===== src/rtl/count_sequencer.sv =====
// count_sequencer: run-control sequencer for the two-digit BCD counter path.
// Turns start/stop/clear buttons into an IDLE/RUN/PAUSE/DONE Moore FSM,
// divides clk down to the count tick, owns the BCD units/tens registers and
// produces the blank strobe for the terminal alarm blink.
// Optional feature: define DEBOUNCE_EN to insert a per-button debouncer
// between the synchronizer and the edge detector.
module count_sequencer #(
  parameter int TICK_DIV   = 50,
  parameter int BLINK_DIV  = 4,
  parameter int DEB_CYCLES = 4
) (
  input  logic       clk,
  input  logic       rst_n,
  input  logic       btn_start,
  input  logic       btn_stop,
  input  logic       btn_clear,
  input  logic       dir_up,
  input  logic       wrap_en,
  input  logic       load_en,
  input  logic [3:0] load_dec,
  input  logic [3:0] load_uni,
  output logic [3:0] dec,
  output logic [3:0] uni,
  output logic       blank,
  output logic       running,
  output logic       done
);

  localparam logic [1:0] IDLE  = 2'd0;
  localparam logic [1:0] RUN   = 2'd1;
  localparam logic [1:0] PAUSE = 2'd2;
  localparam logic [1:0] DONE  = 2'd3;

  localparam int DIV_W = $clog2(TICK_DIV);
  localparam int BLK_W = $clog2(BLINK_DIV + 1);
  localparam logic [DIV_W-1:0] DIV_LAST = DIV_W'(TICK_DIV - 1);
  localparam logic [BLK_W-1:0] BLK_LAST = BLK_W'(BLINK_DIV - 1);

  // Button vector order: bit 0 start, bit 1 stop, bit 2 clear.
  logic [2:0] w_btn;
  logic [2:0] w_level;
  logic [2:0] r_sync1, r_sync2, r_prev, r_pulse;

  assign w_btn = {btn_clear, btn_stop, btn_start};

  // Two-flop synchronizer for the asynchronous buttons.
  // NOTE: sequential state uses non-blocking assignments so every flop samples
  // pre-edge values; blocking here would collapse the two sync stages into one.
  always_ff @(posedge clk or negedge rst_n) begin
    if (!rst_n) begin
      r_sync1 <= '0;
      r_sync2 <= '0;
    end else begin
      r_sync1 <= w_btn;
      r_sync2 <= r_sync1;
    end
  end

`ifdef DEBOUNCE_EN
  localparam int DEB_W = $clog2(DEB_CYCLES + 1);
  localparam logic [DEB_W-1:0] DEB_LAST = DEB_W'(DEB_CYCLES - 1);

  logic [2:0]       r_acc;
  logic [DEB_W-1:0] r_deb_cnt [3];

  // Debouncer: accept a new level after DEB_CYCLES consecutive differing samples.
  // NOTE: this counter array is reset explicitly; unlike RAM-style storage it is
  // a handful of flops whose stale values would otherwise fire spurious pulses.
  always_ff @(posedge clk or negedge rst_n) begin
    if (!rst_n) begin
      r_acc <= '0;
      for (int i = 0; i < 3; i++) r_deb_cnt[i] <= '0;
    end else begin
      for (int i = 0; i < 3; i++) begin
        if (r_sync2[i] != r_acc[i]) begin
          if (r_deb_cnt[i] == DEB_LAST) begin
            r_acc[i]     <= r_sync2[i];
            r_deb_cnt[i] <= '0;
          end else begin
            r_deb_cnt[i] <= r_deb_cnt[i] + DEB_W'(1);
          end
        end else begin
          r_deb_cnt[i] <= '0;
        end
      end
    end
  end

  assign w_level = r_acc;
`else
  localparam int deb_cycles_unused = DEB_CYCLES;
  assign w_level = r_sync2;
`endif

  // Registered rising-edge detect: one-cycle pulse per accepted press.
  always_ff @(posedge clk or negedge rst_n) begin
    if (!rst_n) begin
      r_prev  <= '0;
      r_pulse <= '0;
    end else begin
      r_prev  <= w_level;
      r_pulse <= w_level & ~r_prev;
    end
  end

  logic w_start, w_stop, w_clr;
  assign w_start = r_pulse[0];
  assign w_stop  = r_pulse[1];
  assign w_clr   = r_pulse[2];

  logic [1:0]       r_state, w_state_nx;
  logic [DIV_W-1:0] r_div;
  logic [BLK_W-1:0] r_blk_cnt;
  logic [3:0]       r_dec, r_uni;
  logic             r_blank;
  logic             w_tick;
  logic [3:0]       w_nx_dec, w_nx_uni, w_ld_dec, w_ld_uni;
  logic             w_at_term;

  // The divider only advances in RUN and DONE, so the tick is gated the same way.
  assign w_tick = ((r_state == RUN) || (r_state == DONE)) && (r_div == DIV_LAST);

  assign w_ld_dec = (load_dec > 4'd9) ? 4'd9 : load_dec;
  assign w_ld_uni = (load_uni > 4'd9) ? 4'd9 : load_uni;

  // BCD step in the currently selected direction, always wrapping arithmetically.
  // NOTE: every always_comb output gets a default first so no path infers a latch.
  always_comb begin
    w_nx_dec = r_dec;
    w_nx_uni = r_uni;
    if (dir_up) begin
      if (r_uni == 4'd9) begin
        w_nx_uni = 4'd0;
        w_nx_dec = (r_dec == 4'd9) ? 4'd0 : r_dec + 4'd1;
      end else begin
        w_nx_uni = r_uni + 4'd1;
      end
    end else begin
      if (r_uni == 4'd0) begin
        w_nx_uni = 4'd9;
        w_nx_dec = (r_dec == 4'd0) ? 4'd9 : r_dec - 4'd1;
      end else begin
        w_nx_uni = r_uni - 4'd1;
      end
    end
    // Terminal is judged on the landing value, so starting at 99/00 steps away.
    w_at_term = dir_up ? ((w_nx_dec == 4'd9) && (w_nx_uni == 4'd9))
                       : ((w_nx_dec == 4'd0) && (w_nx_uni == 4'd0));
  end

  // Next-state logic with pulse priority clear > stop > start.
  always_comb begin
    w_state_nx = r_state;
    if (w_clr) begin
      w_state_nx = IDLE;
    end else begin
      case (r_state)
        IDLE:    if (!w_stop && w_start) w_state_nx = RUN;
        RUN: begin
          if (w_stop)                           w_state_nx = PAUSE;
          else if (w_tick && !wrap_en && w_at_term) w_state_nx = DONE;
        end
        PAUSE:   if (!w_stop && w_start) w_state_nx = RUN;
        DONE:    w_state_nx = DONE;
        default: w_state_nx = IDLE;
      endcase
    end
  end

  // State register.
  always_ff @(posedge clk or negedge rst_n) begin
    if (!rst_n) r_state <= IDLE;
    else        r_state <= w_state_nx;
  end

  // Tick divider: restarts on IDLE->RUN, holds in PAUSE to keep tick phase.
  always_ff @(posedge clk or negedge rst_n) begin
    if (!rst_n) begin
      r_div <= '0;
    end else if (w_clr || ((r_state == IDLE) && (w_state_nx == RUN))) begin
      r_div <= '0;
    end else if ((r_state == RUN) || (r_state == DONE)) begin
      r_div <= w_tick ? '0 : r_div + DIV_W'(1);
    end
  end

  // Count registers: step on tick in RUN, preset load only in IDLE/PAUSE.
  always_ff @(posedge clk or negedge rst_n) begin
    if (!rst_n) begin
      r_dec <= '0;
      r_uni <= '0;
    end else if (w_clr) begin
      r_dec <= '0;
      r_uni <= '0;
    end else if ((r_state == RUN) && w_tick) begin
      r_dec <= w_nx_dec;
      r_uni <= w_nx_uni;
    end else if (load_en && ((r_state == IDLE) || (r_state == PAUSE))) begin
      r_dec <= w_ld_dec;
      r_uni <= w_ld_uni;
    end
  end

  // Alarm blink: toggle blank every BLINK_DIV ticks while in DONE.
  always_ff @(posedge clk or negedge rst_n) begin
    if (!rst_n) begin
      r_blk_cnt <= '0;
      r_blank   <= 1'b0;
    end else if (w_clr) begin
      r_blk_cnt <= '0;
      r_blank   <= 1'b0;
    end else if ((r_state == DONE) && w_tick) begin
      if (r_blk_cnt == BLK_LAST) begin
        r_blk_cnt <= '0;
        r_blank   <= ~r_blank;
      end else begin
        r_blk_cnt <= r_blk_cnt + BLK_W'(1);
      end
    end
  end

  assign dec     = r_dec;
  assign uni     = r_uni;
  assign blank   = r_blank;
  assign running = (r_state == RUN);
  assign done    = (r_state == DONE);

endmodule


===== config.mk =====
export PLATFORM = sky130hd
export DESIGN_NAME = count_sequencer
export DESIGN_NICKNAME = d
export VERILOG_FILES = /design/src/rtl/count_sequencer.sv
export SDC_FILE = /design/constraint.sdc
export NUM_CORES = 1
export LEC_CHECK = 0
export BUFFER_PORTS_ARGS = -buffer_cell sky130_fd_sc_hd__buf_2
export CAP_MARGIN = 20
export CELL_PAD_IN_SITES_DETAIL_PLACEMENT = 0
export CELL_PAD_IN_SITES_GLOBAL_PLACEMENT = 1
export CORE_MARGIN = 2
export CORE_UTILIZATION = 44
export CTS_BUF_LIST = sky130_fd_sc_hd__clkbuf_8
export CTS_CLUSTER_DIAMETER = 120
export DETAILED_ROUTE_END_ITERATION = 8
export GPL_ROUTABILITY_DRIVEN = 0
export PLACE_DENSITY_LB_ADDON = 0.05
export SKIP_CTS_REPAIR_TIMING = 1
export SLEW_MARGIN = 15
export SYNTH_ARGS = -nofsm -noshare
export SYNTH_HDL_FRONTEND = slang
export SYNTH_SLANG_ARGS = --single-unit

===== constraint.sdc =====
create_clock -name clk -period 2.85 [get_ports clk]
set_clock_uncertainty 0.2 [all_clocks]
set_input_delay 0.285 -clock clk [delete_from_list [all_inputs] [get_ports clk]]
set_output_delay 0.285 -clock clk [all_outputs]
set_load 0.05 [all_outputs]

==> reports/qor.csv <==
metric;value;unit
status;complete, no violations;
seq_area;801;um2
multiInputGateArea;893;um2
required;2850;ps
cts.path.max_buffers;2;
fp.dieW;67.4;um
drc_errors;0;
slowest_stage;or4_4;
synthTopCellsByCount;dfrtp_1, nor2_1, o21ai_0, nand2_1, clkbuf_1;
numCtsBuffers;5;
synth.distinct_cells;42;
core;0.00394;mm2
firstDrtPassIters;4;
avgSynthCellArea;9.08;um2
layout-drive-gt1-share;19.0;%
syn-cell-area;0.00177;mm2
fillers;370;
worstSetupPathType;flip-flop to flip-flop;
synthTopCellsByArea;dfrtp_1, nor2_1, o21ai_0;
hp-class;input port to flip-flop;
vdd_drop_max;0.288;mV
max-slew-margin-rel;52.6;%
ys_seq_area_share;45.2;%
grt_pass1_vias;1398;
die_area;0.00455;mm2
num_antenna_cells;0;
drtIter0Drc;92;
dp_cells;259;
io_buffers;26;
overflow;0;
netlist_instances;195;
cts.htree.levels;2;
p_leak;0.908;nW
synth-seq-cells;32;
hold_violations;0;
clock.fmax;421;MHz
grt_pass1_wl;6640;um
synth_top_area_share;45.2;%
synth_ff_type;dfrtp_1;
powerDensity;616;mW/mm2
num_rows;23;
track_usage;19.8;%
initial_core_util;44.9;%
synth_most_common_cell;dfrtp_1;
routedWlPerCell;14.8;um
cts_tree;done;
path_clk_slew;70;ps
yosys_warnings;0;
cts-root-buf;clkbuf_8;
cp-end-kind;flip-flop;
slew_viol_final;0;
clk_latency;280;ps
cp_max_fo;16;
async_flop_share;100;%
routed_via_density;5.66;
via_count;1534;
setup_violations;0;
area_delta_synth_final;17.5;%
ios;27;
synth_fp_nets;214;
routed_wl;4020;um
layoutNonFillerInstCount;271;
clock-sinks;32;
cp-start-kind;flip-flop;
drtAntennaViolNets;0;
synth_edf_count;0;
worst_pin_slew;711;ps
crit_arrival;2370;ps
finish.utilization;52.7;%
nNetsFinal;239;
antenna_found_initial;0;
cap_violations;0;
grt_max_degree;33;
path_common_cell;or4_4;
synth_top_area_cell;dfrtp_1;
final.setup.tns;0;ps
slowest_delay;590;ps
dp_hpwl;2840;um
finalCriticalPeriod;2380;ps
post-route-period-util;83.3;%
rsz0062_at_grt;false;
cp_cell_sequence;or4_4 > or4_4 > a31oi_2 > nand4_1 > a21oi_1;
fp.dieH;67.4;um
## final timing paths
| path | cells after the start | end | slack (ps) | from |
|---|---|---|---|---|
| setup / recovery | 5 | r_state[1] | 470 | uni[3] |
| hold / removal | 4 | r_state[1] | 120 | wrap_en |
| setup reg to reg | 5 | r_state[1] | 470 | uni[3] |
| hold reg to reg | 0 | r_sync2[1] | 160 | r_sync1[1] |
| max in group asynchronous | 2 | uni[1] | 1600 | rst_n |
| min in group asynchronous | 2 | dec[1] | 390 | rst_n |
## stage by stage
step / hold WS [ps] / area [um2] / power (W) / worst slack (ps)
5_1_grt: 140 / 2080 / 0.00135 / 320
6_report: 117 / 2080 / 0.00128 / 475
3_3_place_gp: 133 / 1920 / 0.000831 / 609
3_5_place_dp: 136 / 1920 / 0.000841 / 491
4_1_cts: -120 / 2040 / 0.00129 / 471
2_1_floorplan: -211 / 1770 / 0.000761 / 543
## logic make-up after synthesis
| family | count (synthesis) | synth area share [%] |
|---|---|---|
| mux | 4 | 2.26 |
| flops | 32 | 45.2 |
| buf+inv | 20 | 4.31 |
| compound gates | 49 | 18.2 |
| xor+xnor | 7 | 3.46 |
| fa+ha+maj | 3 | 2.12 |
| simple gates | 80 | 24.4 |
## state kept, by name, summed over array words and instances (netlist names)
signal	count
dec	4
uni	4
r_sync2	3
r_pulse	3
r_state	2
blank	1
r_sync1	3
r_blk_cnt	3
r_prev	3
r_div	6
## routing by layer
| layer | global-route usage, % | wire length, um | vias to the layer above |
|---|---|---|---|
| met4 | 5.36 | 14 | 0 |
| met1 | 27.4 | 1930 | 735 |
| met2 | 30.7 | 1880 | 41 |
| met5 | 0 | 0 | - |
| li1 | - | - | 756 |
| met3 | 5.17 | 191 | 2 |
## layout make-up
cell class	count	share of cell area, %
timing repair buffer	32	8.90
clock inverter	3	2.23
clock buffer	5	3.31
sequential	32	38.5
tap	50	3.01
inverter	6	1.08
multi-input combinational	143	43.0
## critical path, delay by kind of cell, from the launching register on
family	cells	cell delay (ps)
simple gates	3	1140
flops	1	540
compound gates	2	410
## cells in the final DEF (no fill, tap or decap), drive strengths merged, types with 5 or more instances in the layout
cell type and instances:
clkbuf 5, o21ai 16, nor3 6, nor4 7, inv 7, nand4 6
a21oi 11, nand2 14, buf 28, nor2 22, a211oi 7, dfrtp 32
## power by group
| part | internal (W) | switching [W] |
|---|---|---|
| Combinational | 0.000103 | 0.000166 |
| Sequential | 0.000488 | 0.0000795 |
| Clock | 0.000263 | 0.000181 |
Note: power is estimated with default switching activity, not from simulation.
